## src/rtl/token_multiplier_pkg.sv

```systemverilog
// Shared constants and the parameter legality check for the token multiplier.
package token_mult_pkg;

    localparam int DEFAULT_CNT_W       = 10;
    localparam int DEFAULT_MULT_W      = 3;
    localparam int DEFAULT_MAX_PENDING = 800;

    // The largest single-token copy count must fit under the budget, and the
    // budget must itself fit in the pending counter.
    function automatic bit params_legal(input int cnt_w, input int mult_w, input int max_pending);
        int max_mult;
        int max_cnt;
        max_mult = (1 << mult_w) - 1;
        max_cnt  = (1 << cnt_w) - 1;
        return (cnt_w > 0) && (mult_w > 0) && (cnt_w >= mult_w)
               && (max_mult <= max_pending) && (max_pending <= max_cnt);
    endfunction

endpackage

```

## src/rtl/token_multiplier_if.sv

```systemverilog
// Token stream bundle between a serial token source/consumer pair and the multiplier.
interface token_multiplier_if
    import token_mult_pkg::*;
#(
    parameter int CNT_W  = DEFAULT_CNT_W,
    parameter int MULT_W = DEFAULT_MULT_W
) ();

    logic              a;
    logic [MULT_W-1:0] mult;
    logic              out_ready;
    logic              b;
    logic [CNT_W-1:0]  pending;
    logic              overflow;

    modport master (
        output a,
        output mult,
        output out_ready,
        input  b,
        input  pending,
        input  overflow
    );

    modport slave (
        input  a,
        input  mult,
        input  out_ready,
        output b,
        output pending,
        output overflow
    );

endinterface

```

## src/rtl/token_multiplier_credit_counter.sv

```systemverilog
// Pending-copy arithmetic: adds new copies, subtracts an emitted copy, or clears.
// Works in CNT_W+1 bits so an oversubscribed total is visible instead of wrapping.
module token_credit_counter
    import token_mult_pkg::*;
#(
    parameter int CNT_W       = DEFAULT_CNT_W,
    parameter int MULT_W      = DEFAULT_MULT_W,
    parameter int MAX_PENDING = DEFAULT_MAX_PENDING
) (
    input  logic [CNT_W-1:0]  pending,
    input  logic [MULT_W-1:0] add,
    input  logic              dec,
    input  logic              clr,
    output logic [CNT_W:0]    total,
    output logic [CNT_W-1:0]  next_pending,
    output logic              over
);

    localparam logic [CNT_W:0] MAX_P = (CNT_W+1)'(MAX_PENDING);
    localparam logic [CNT_W:0] ONE   = (CNT_W+1)'(1);

    // Sum owed and arriving copies, then pick clear, emit-one or hold.
    always_comb begin
        total        = (CNT_W+1)'(pending) + (CNT_W+1)'(add);
        over         = (total > MAX_P);
        next_pending = CNT_W'(total);
        if (clr) begin
            next_pending = '0;
        end else if (dec) begin
            next_pending = CNT_W'(total - ONE);
        end
    end

endmodule

```

## src/rtl/token_multiplier.sv

```systemverilog
// Serial token multiplier: each input token becomes mult output tokens, one per
// ready cycle, with a sticky overflow once the owed copies exceed MAX_PENDING.
module token_multiplier
    import token_mult_pkg::*;
#(
    parameter int CNT_W       = DEFAULT_CNT_W,
    parameter int MULT_W      = DEFAULT_MULT_W,
    parameter int MAX_PENDING = DEFAULT_MAX_PENDING
) (
    input logic               clk,
    input logic               rst,
    token_multiplier_if.slave bus
);

    generate
        if (!params_legal(CNT_W, MULT_W, MAX_PENDING)) begin : g_bad_params
            $fatal(1, "token_multiplier: illegal CNT_W/MULT_W/MAX_PENDING combination");
        end
    endgenerate

    logic [MULT_W-1:0] add;
    logic [CNT_W:0]    total;
    logic [CNT_W-1:0]  next_pending;
    logic              over;
    logic              clr;
    logic              dec;
    logic [CNT_W-1:0]  pending_q;
    logic              b_q;
    logic              overflow_q;

    // Once overflowed (or overflowing now) nothing is owed; otherwise emit when the consumer is ready.
    always_comb begin
        add = bus.a ? bus.mult : '0;
        clr = overflow_q || over;
        dec = bus.out_ready && (total != '0) && !clr;
    end

    token_credit_counter #(
        .CNT_W       (CNT_W),
        .MULT_W      (MULT_W),
        .MAX_PENDING (MAX_PENDING)
    ) u_counter (
        .pending      (pending_q),
        .add          (add),
        .dec          (dec),
        .clr          (clr),
        .total        (total),
        .next_pending (next_pending),
        .over         (over)
    );

    // Output token, owed-copy count and sticky overflow, all cleared by reset.
    always_ff @(posedge clk) begin
        if (rst) begin
            pending_q  <= '0;
            b_q        <= 1'b0;
            overflow_q <= 1'b0;
        end else begin
            pending_q  <= next_pending;
            b_q        <= dec;
            overflow_q <= overflow_q || over;
        end
    end

    assign bus.b        = b_q;
    assign bus.pending  = pending_q;
    assign bus.overflow = overflow_q;

endmodule

```

## src/flat_wrapper.sv

```systemverilog
// flat-port wrapper written by rule: the top's interface ports become plain ports
module token_multiplier_flat import token_mult_pkg::*;
#(
    parameter int CNT_W       = DEFAULT_CNT_W,
    parameter int MULT_W      = DEFAULT_MULT_W,
    parameter int MAX_PENDING = DEFAULT_MAX_PENDING
)
  (clk, rst, bus_a, bus_mult, bus_out_ready, bus_b, bus_pending, bus_overflow);
  token_multiplier_if #(.CNT_W(CNT_W), .MULT_W(MULT_W)) bus_i ();
  input logic clk;
  input logic rst;
  input wire logic [$bits(bus_i.a)-1:0] bus_a;
  input wire logic [$bits(bus_i.mult)-1:0] bus_mult;
  input wire logic [$bits(bus_i.out_ready)-1:0] bus_out_ready;
  output wire logic [$bits(bus_i.b)-1:0] bus_b;
  output wire logic [$bits(bus_i.pending)-1:0] bus_pending;
  output wire logic [$bits(bus_i.overflow)-1:0] bus_overflow;
  assign bus_i.a = bus_a;
  assign bus_i.mult = bus_mult;
  assign bus_i.out_ready = bus_out_ready;
  assign bus_b = bus_i.b;
  assign bus_pending = bus_i.pending;
  assign bus_overflow = bus_i.overflow;
  token_multiplier #(.CNT_W(CNT_W), .MULT_W(MULT_W), .MAX_PENDING(MAX_PENDING)) u_core (.clk(clk), .rst(rst), .bus(bus_i));
endmodule
```

## config.mk

```make
export PLATFORM = sky130hd
export DESIGN_NAME = token_multiplier_flat
export DESIGN_NICKNAME = d
export VERILOG_FILES = /design/src/rtl/token_multiplier_pkg.sv /design/src/rtl/token_multiplier_if.sv /design/src/rtl/token_multiplier_credit_counter.sv /design/src/rtl/token_multiplier.sv /design/src/flat_wrapper.sv
export SDC_FILE = /design/constraint.sdc
export NUM_CORES = 1
export LEC_CHECK = 0
export ABC_AREA = 1
export ABC_CLOCK_PERIOD_IN_PS = 7400
export BUFFER_PORTS_ARGS = -buffer_cell sky130_fd_sc_hd__buf_2
export CAP_MARGIN = 0
export CORE_ASPECT_RATIO = 1.4
export CORE_UTILIZATION = 43
export DETAILED_ROUTE_END_ITERATION = 8
export PLACE_DENSITY = 0.72
export SYNTH_ARGS = -nofsm -noshare
export SYNTH_HDL_FRONTEND = slang
export SYNTH_HIERARCHICAL = 1
export SYNTH_SLANG_ARGS = --single-unit
```

## constraint.sdc

```tcl
create_clock -name clk -period 7.4 [get_ports clk]
set_input_delay 1.85 -clock clk [delete_from_list [all_inputs] [get_ports clk]]
set_output_delay 1.85 -clock clk [all_outputs]
set_load 0.02 [all_outputs]
```

==> After elaboration in Yosys (flattened, before gate mapping) <==
Index checks and enable logic that the tools add are counted.
{ "word_totals": {"regBits": 12, "out_inout_bits": 12} }
{ "classes": {"addsub": 2, "n_mux": 2, "reduce_logical": 6, "order_cmp": 1} }
{ "op_table": {"columns": ["operator", "n"], "rows": [
  ["adder 10 x 3 -> 11 bit", 1],
  ["> comparator 11 x 10 -> 1 bit, second input constant", 1],
  ["nonzero test 11 bit", 1],
  ["2-to-1 mux 10 bit", 1],
  ["subtractor 10 x 1 -> 10 bit, second input constant", 1],
  ["2-to-1 mux 3 bit", 1],
  ["logical AND 1 bit", 2],
  ["OR reduction 2 bit", 1],
  ["logical NOT 1 bit", 1],
  ["logical OR 1 bit", 1]
]} }

==> Depth between registers and ports, before layout <==
{ "logic_depth": {"word_depth": 7, "depth_mapped": 28, "mapped_depth_nobuf": 28} }

==> Cells and area by module <==
The synthesis kept the hierarchy.
{ "by_module_without_submodules": {"columns": ["mod", "n_inst", "cells_each", "area_per_inst_um2"], "rows": [
  ["token_credit_counter", 1, 129, 663.1],
  ["token_multiplier", 1, 56, 430.4]
]} }

==> Worst setup path before layout <==
No wires, ideal clock.
{ "synth_path": {"path_kind": "input port to flip-flop", "from": "in bus_mult[0]", "to": "reg u_core.pending_q[9], in the netlist u_core/bus.pending[9]", "cell_stages": 27, "n_path_buf": 0, "arrival_ps": 4515, "slack_ps": 2768, "setup_ps": 117, "cell_sequence": "nand2_1 > inv_1 > ha_1 > fa_1 > nand2_1 > nand2_1 > nand2_1 > nand2_1 > nand2_2 > nand3_2 > nor2_4 > nor2_1 > o21ai_1 > nand2_1 > or2_4 > nor2_4 > nand2_2 > inv_1 > nand3_1 > nor2_1 > nand3_2 > nor2_1 > nand3_1 > nand2_1 > nor2_1 > inv_1 > nor2_1"} }
{ "synth_via": {"elab_chain_len": 7, "word_cells_on_any_way": 11, "cone_classes": "add/sub (2); order compare (1); mux (2); reduce/logical (6)"} }
{ "synth_rtl": {"columns": ["item", "line_no", "source"], "rows": [
  ["start, declared", "flat_wrapper.sv:13", "input wire logic [$bits(bus_i.mult)-1:0] bus_mult;"],
  ["2-to-1 mux 3 bit", "token_multiplier.sv:33", "add = bus.a ? bus.mult : '0;"],
  ["via u_core.add[0]", "token_multiplier.sv:21", "logic [MULT_W-1:0] add;"],
  ["adder 10 x 3 -> 11 bit", "token_multiplier_credit_counter.sv:24", "total = (CNT_W+1)'(pending) + (CNT_W+1)'(add);"],
  ["> comparator 11 x 10 -> 1 bit", "token_multiplier_credit_counter.sv:25", "over = (total > MAX_P);"],
  ["via u_core.over", "token_multiplier.sv:24", "logic over;"],
  ["logical OR 1 bit", "token_multiplier.sv:34", "clr = overflow_q || over;"],
  ["via u_core.clr", "token_multiplier.sv:25", "logic clr;"],
  ["logical NOT 1 bit", "token_multiplier.sv:35", "dec = bus.out_ready && (total != '0) && !clr;"],
  ["logical AND 1 bit", "token_multiplier.sv:35", null],
  ["via u_core.dec", "token_multiplier.sv:26", "logic dec;"],
  ["2-to-1 mux 10 bit", "token_multiplier_credit_counter.sv:29", "end else if (dec) begin"],
  ["end signal, assigned", "token_multiplier.sv:59", "pending_q <= next_pending;"],
  ["end, declared", "token_multiplier.sv:27", "logic [CNT_W-1:0] pending_q;"]
]} }
The timed path passes the listed nets, and every way through them passes these cells.
A chain may end at the register's enable or synchronous reset.

==> Worst setup path after layout <==
{ "layout_path": {"from": "in bus_a", "to": "reg u_core.pending_q[6], in the netlist u_core/bus.pending[6]"} }
{ "layout_via": {"elab_chain_len": 7, "word_cells_on_any_way": 11, "cone_classes": "add/sub (2); order compare (1); mux (2); reduce/logical (6)"} }
{ "layout_rtl": {"columns": ["item", "line_no", "source"], "rows": [
  ["start, declared", "flat_wrapper.sv:12", "input wire logic [$bits(bus_i.a)-1:0] bus_a;"],
  ["2-to-1 mux 3 bit", "token_multiplier.sv:33", null],
  ["via u_core.add[0]", "token_multiplier.sv:21", null],
  ["adder 10 x 3 -> 11 bit", "token_multiplier_credit_counter.sv:24", null],
  ["> comparator 11 x 10 -> 1 bit", "token_multiplier_credit_counter.sv:25", null],
  ["via u_core.over", "token_multiplier.sv:24", null],
  ["logical OR 1 bit", "token_multiplier.sv:34", null],
  ["via u_core.clr", "token_multiplier.sv:25", null],
  ["logical NOT 1 bit", "token_multiplier.sv:35", null],
  ["logical AND 1 bit", "token_multiplier.sv:35", null],
  ["via u_core.dec", "token_multiplier.sv:26", null],
  ["2-to-1 mux 10 bit", "token_multiplier_credit_counter.sv:29", null]
]} }
The timed path passes the listed nets, and every way through them passes these cells.

==> reports/results.tsv <==
metric	value	unit
clock power share	0.126	
Comb power frac	0.622	
Leakage Power	0.686	nW
GR Util All Layers	0.195	
Total Die Area	2750	um^2
max-slew violation count	0	
Mean Syn Cell Area	5.91	um^2
mux share of post-synthesis cell area	0	
ant diodes	0	
minimum clock period	4820	ps
Synth Area in Adders	0.0755	
# setup viols final	0	
final net count	220	
Crit. End Element	register	
post_cts resized	0	
kind of critical path	primary input to register	
Vias	1099	
Syn Nets	198	
Synth Warn #	6	
CTS Buf Count	3	
Max Cap Viol	0	
Seq/Total Area, Yosys	0.220	
worst-case clock buffer depth	2	
Max-Slew Margin vs Limit	0.825	
io pins	19	
simple logic cell fraction of the synthesized area	0.498	
Wirelength per Cell	9.55	um
ANT nets after route	0	
CTS tree	done	
HPWL Detailed	1880	um
PortBufs	18	
post-synthesis register bit count	12	
number of buffers added for setup after CTS	0	
post-route design area	1260	um^2
maximum fanout along the worst path	8	
DRC	0	
# hold bufs at CTS	0	
largest family of logic cells by synthesized area	simple AND/OR/NAND/NOR gates	
Post-Syn Area	1090	um^2
critical path startpoint category	primary input	
DRT Pass-1 Iters	4	
outcome	finished clean	
P_int	207	uW
Syn Inst Count	185	
fin crit share	0.651	
Worst-Margin Slew	263	ps
clk sink count	12	
H-tree Lvls	1	
VDD IR max	0.000196	V
clock transition at the registers of the reported paths	90	ps
Clock Tree Root	clkbuf_4	
Fmax	0.208	GHz
1st-iter DRT viols	23	
Worst Path Required	7620	ps
Die W	44.6	um
Layout Cells excl Fill	240	
final setup TNS	0	ps
RSZ-0062 raised after global routing	false	
Seq pwr share	0.252	
Final Skew	11.1	ps
Hold Crit Class	register to register	
P_sw	211	uW
layout cell share with drive strength beyond 1	0.214	
largest net degree at the start of global routing	13	
Rows	21	
placed insts	236	
commonest non-fill, non-tap cell in the layout	nand2_1	
Die Ht	61.7	um
drt total wl	2290	um
vias in the first global route	976	
placed cell area	1220	um^2
XOR/XNOR Fraction of Synth Area	0.0149	
complex-gate fraction of the synthesized area	0.0503	
Final Wtd Congestion	0.843	
WP data arrival	5040	ps
Skew-Pair Late Insertion Delay	280	ps
number of antenna violations at the first check in global routing	0	
DR vias/cell	4.58	
flop2flop setup slack	4060	ps
synth unique cells	23	
first-pass GRT wire length	3900	um
Switching Share	0.505	
Area growth syn-to-layout	15.0	%
final hold vios	0	
core area	2390	um^2
Cell Pwr Density	332	nW/um^2
most frequent cells in the layout	nand2_1, inv_1, nor2_1, buf_2, nand3_1	
Congestion Overflow GR	0	
initial core utilization	0.457	
## synth_stat cells
| cell type | count | share of area |
|---|---|---|
| nand2_1 | 43 | 0.15 |
| nor2_2 | 3 | 0.017 |
| buf_2 | 1 | 0.0046 |
| a21oi_1 | 7 | 0.032 |
| xor2_2 | 1 | 0.015 |
| clkinv_1 | 2 | 0.0069 |
| inv_1 | 36 | 0.12 |
| o21ai_1 | 1 | 0.0046 |
| nand3_2 | 4 | 0.037 |
| nor3_1 | 1 | 0.0046 |
| nor2_4 | 3 | 0.031 |
| dfxtp_1 | 12 | 0.22 |
| inv_2 | 2 | 0.0069 |
| nor3_2 | 1 | 0.0092 |
| nand4_1 | 3 | 0.017 |
| nand3_1 | 16 | 0.073 |
| nor3b_1 | 1 | 0.0069 |
| nor2_1 | 31 | 0.11 |
| or2_4 | 1 | 0.0080 |
| ha_1 | 5 | 0.057 |
| o21ai_0 | 3 | 0.014 |
| fa_1 | 1 | 0.018 |
| nand2_2 | 7 | 0.040 |
## cells by family (layout without fill, tap and decap cells)
group	Yosys count	count (layout)
buf+inv	41	62
xor+xnor	1	1
compound gates	11	11
fa+ha+maj	6	6
simple gates	114	114
flops	12	12
## critical path: stages
cell,delay (ps)
buf_2,110
nand2_1,50
inv_1,40
ha_1,240
fa_1,420
nand2_1,110
nand2_1,70
nand2_1,60
nand2_1,50
nand2_2,110
nand3_2,100
nor2_4,140
nor2_1,50
o21ai_1,60
nand2_1,60
or2_4,290
nor2_4,90
nand2_2,60
inv_1,130
nand2_1,90
nor2_1,210
nand3_1,200
nor2_1,140
o21ai_0,90
nor2_1,100
inv_1,40
nor2_1,70
## stage by stage
stage / hold slack [ps] / total power [mW] / setup slack, ps / util
after global placement: 644 / 0.364 / 2360 / 0.511
final: 678 / 0.418 / 2580 / 0.526
after detailed placement: 658 / 0.365 / 2290 / 0.511
after floorplan: 762 / 0.308 / 2770 / -
after CTS: 680 / 0.420 / 2590 / 0.526
after global routing: 737 / 0.463 / 2120 / 0.526
## worst paths after layout
| kind | startpoint | end | cells after the start |
|---|---|---|---|
| min reg2reg | u_core/bus.overflow | u_core/bus.overflow | 3 |
| max reg2reg | u_core/bus.pending[0] | u_core/bus.pending[6] | 24 |
| max | bus_a | u_core/bus.pending[6] | 27 |
| min | u_core/bus.overflow | u_core/bus.overflow | 3 |
## flip-flops by register name, indices dropped and copies added (netlist names)
register             count
u_core/bus.pending      10
u_core/bus.overflow      1
u_core/bus.b             1
## power by group through the flow
stage	clock network [mW]	registers, mW	logic (mW)
floorplan	0	0.129	0.180
global placement	0	0.108	0.257
detailed placement	0	0.107	0.258
CTS	0.0545	0.106	0.260
global route	0.0564	0.109	0.297
finish	0.0527	0.105	0.260
## layout make-up
cell class / count / area, um^2
Timing Repair Buffer: 18 / 90.1
Tap cell: 34 / 42.5
Inverter: 40 / 150
Fill cell: 253 / 1130
Clock buffer: 4 / 36.3
Sequential cell: 12 / 240
Multi-Input combinational cell: 132 / 698
## layer usage
metal | routed length [um] | up-vias | global-route usage | part of all wire
met5 | 0 | - | 0 | 0
met4 | 39 | 0 | 0.113 | 0.017
met3 | 42 | 4 | 0.0176 | 0.018
met2 | 1130 | 13 | 0.340 | 0.49
met1 | 1090 | 477 | 0.232 | 0.47
li1 | - | 605 | - | -
Power figures use the tool's default switching activity.
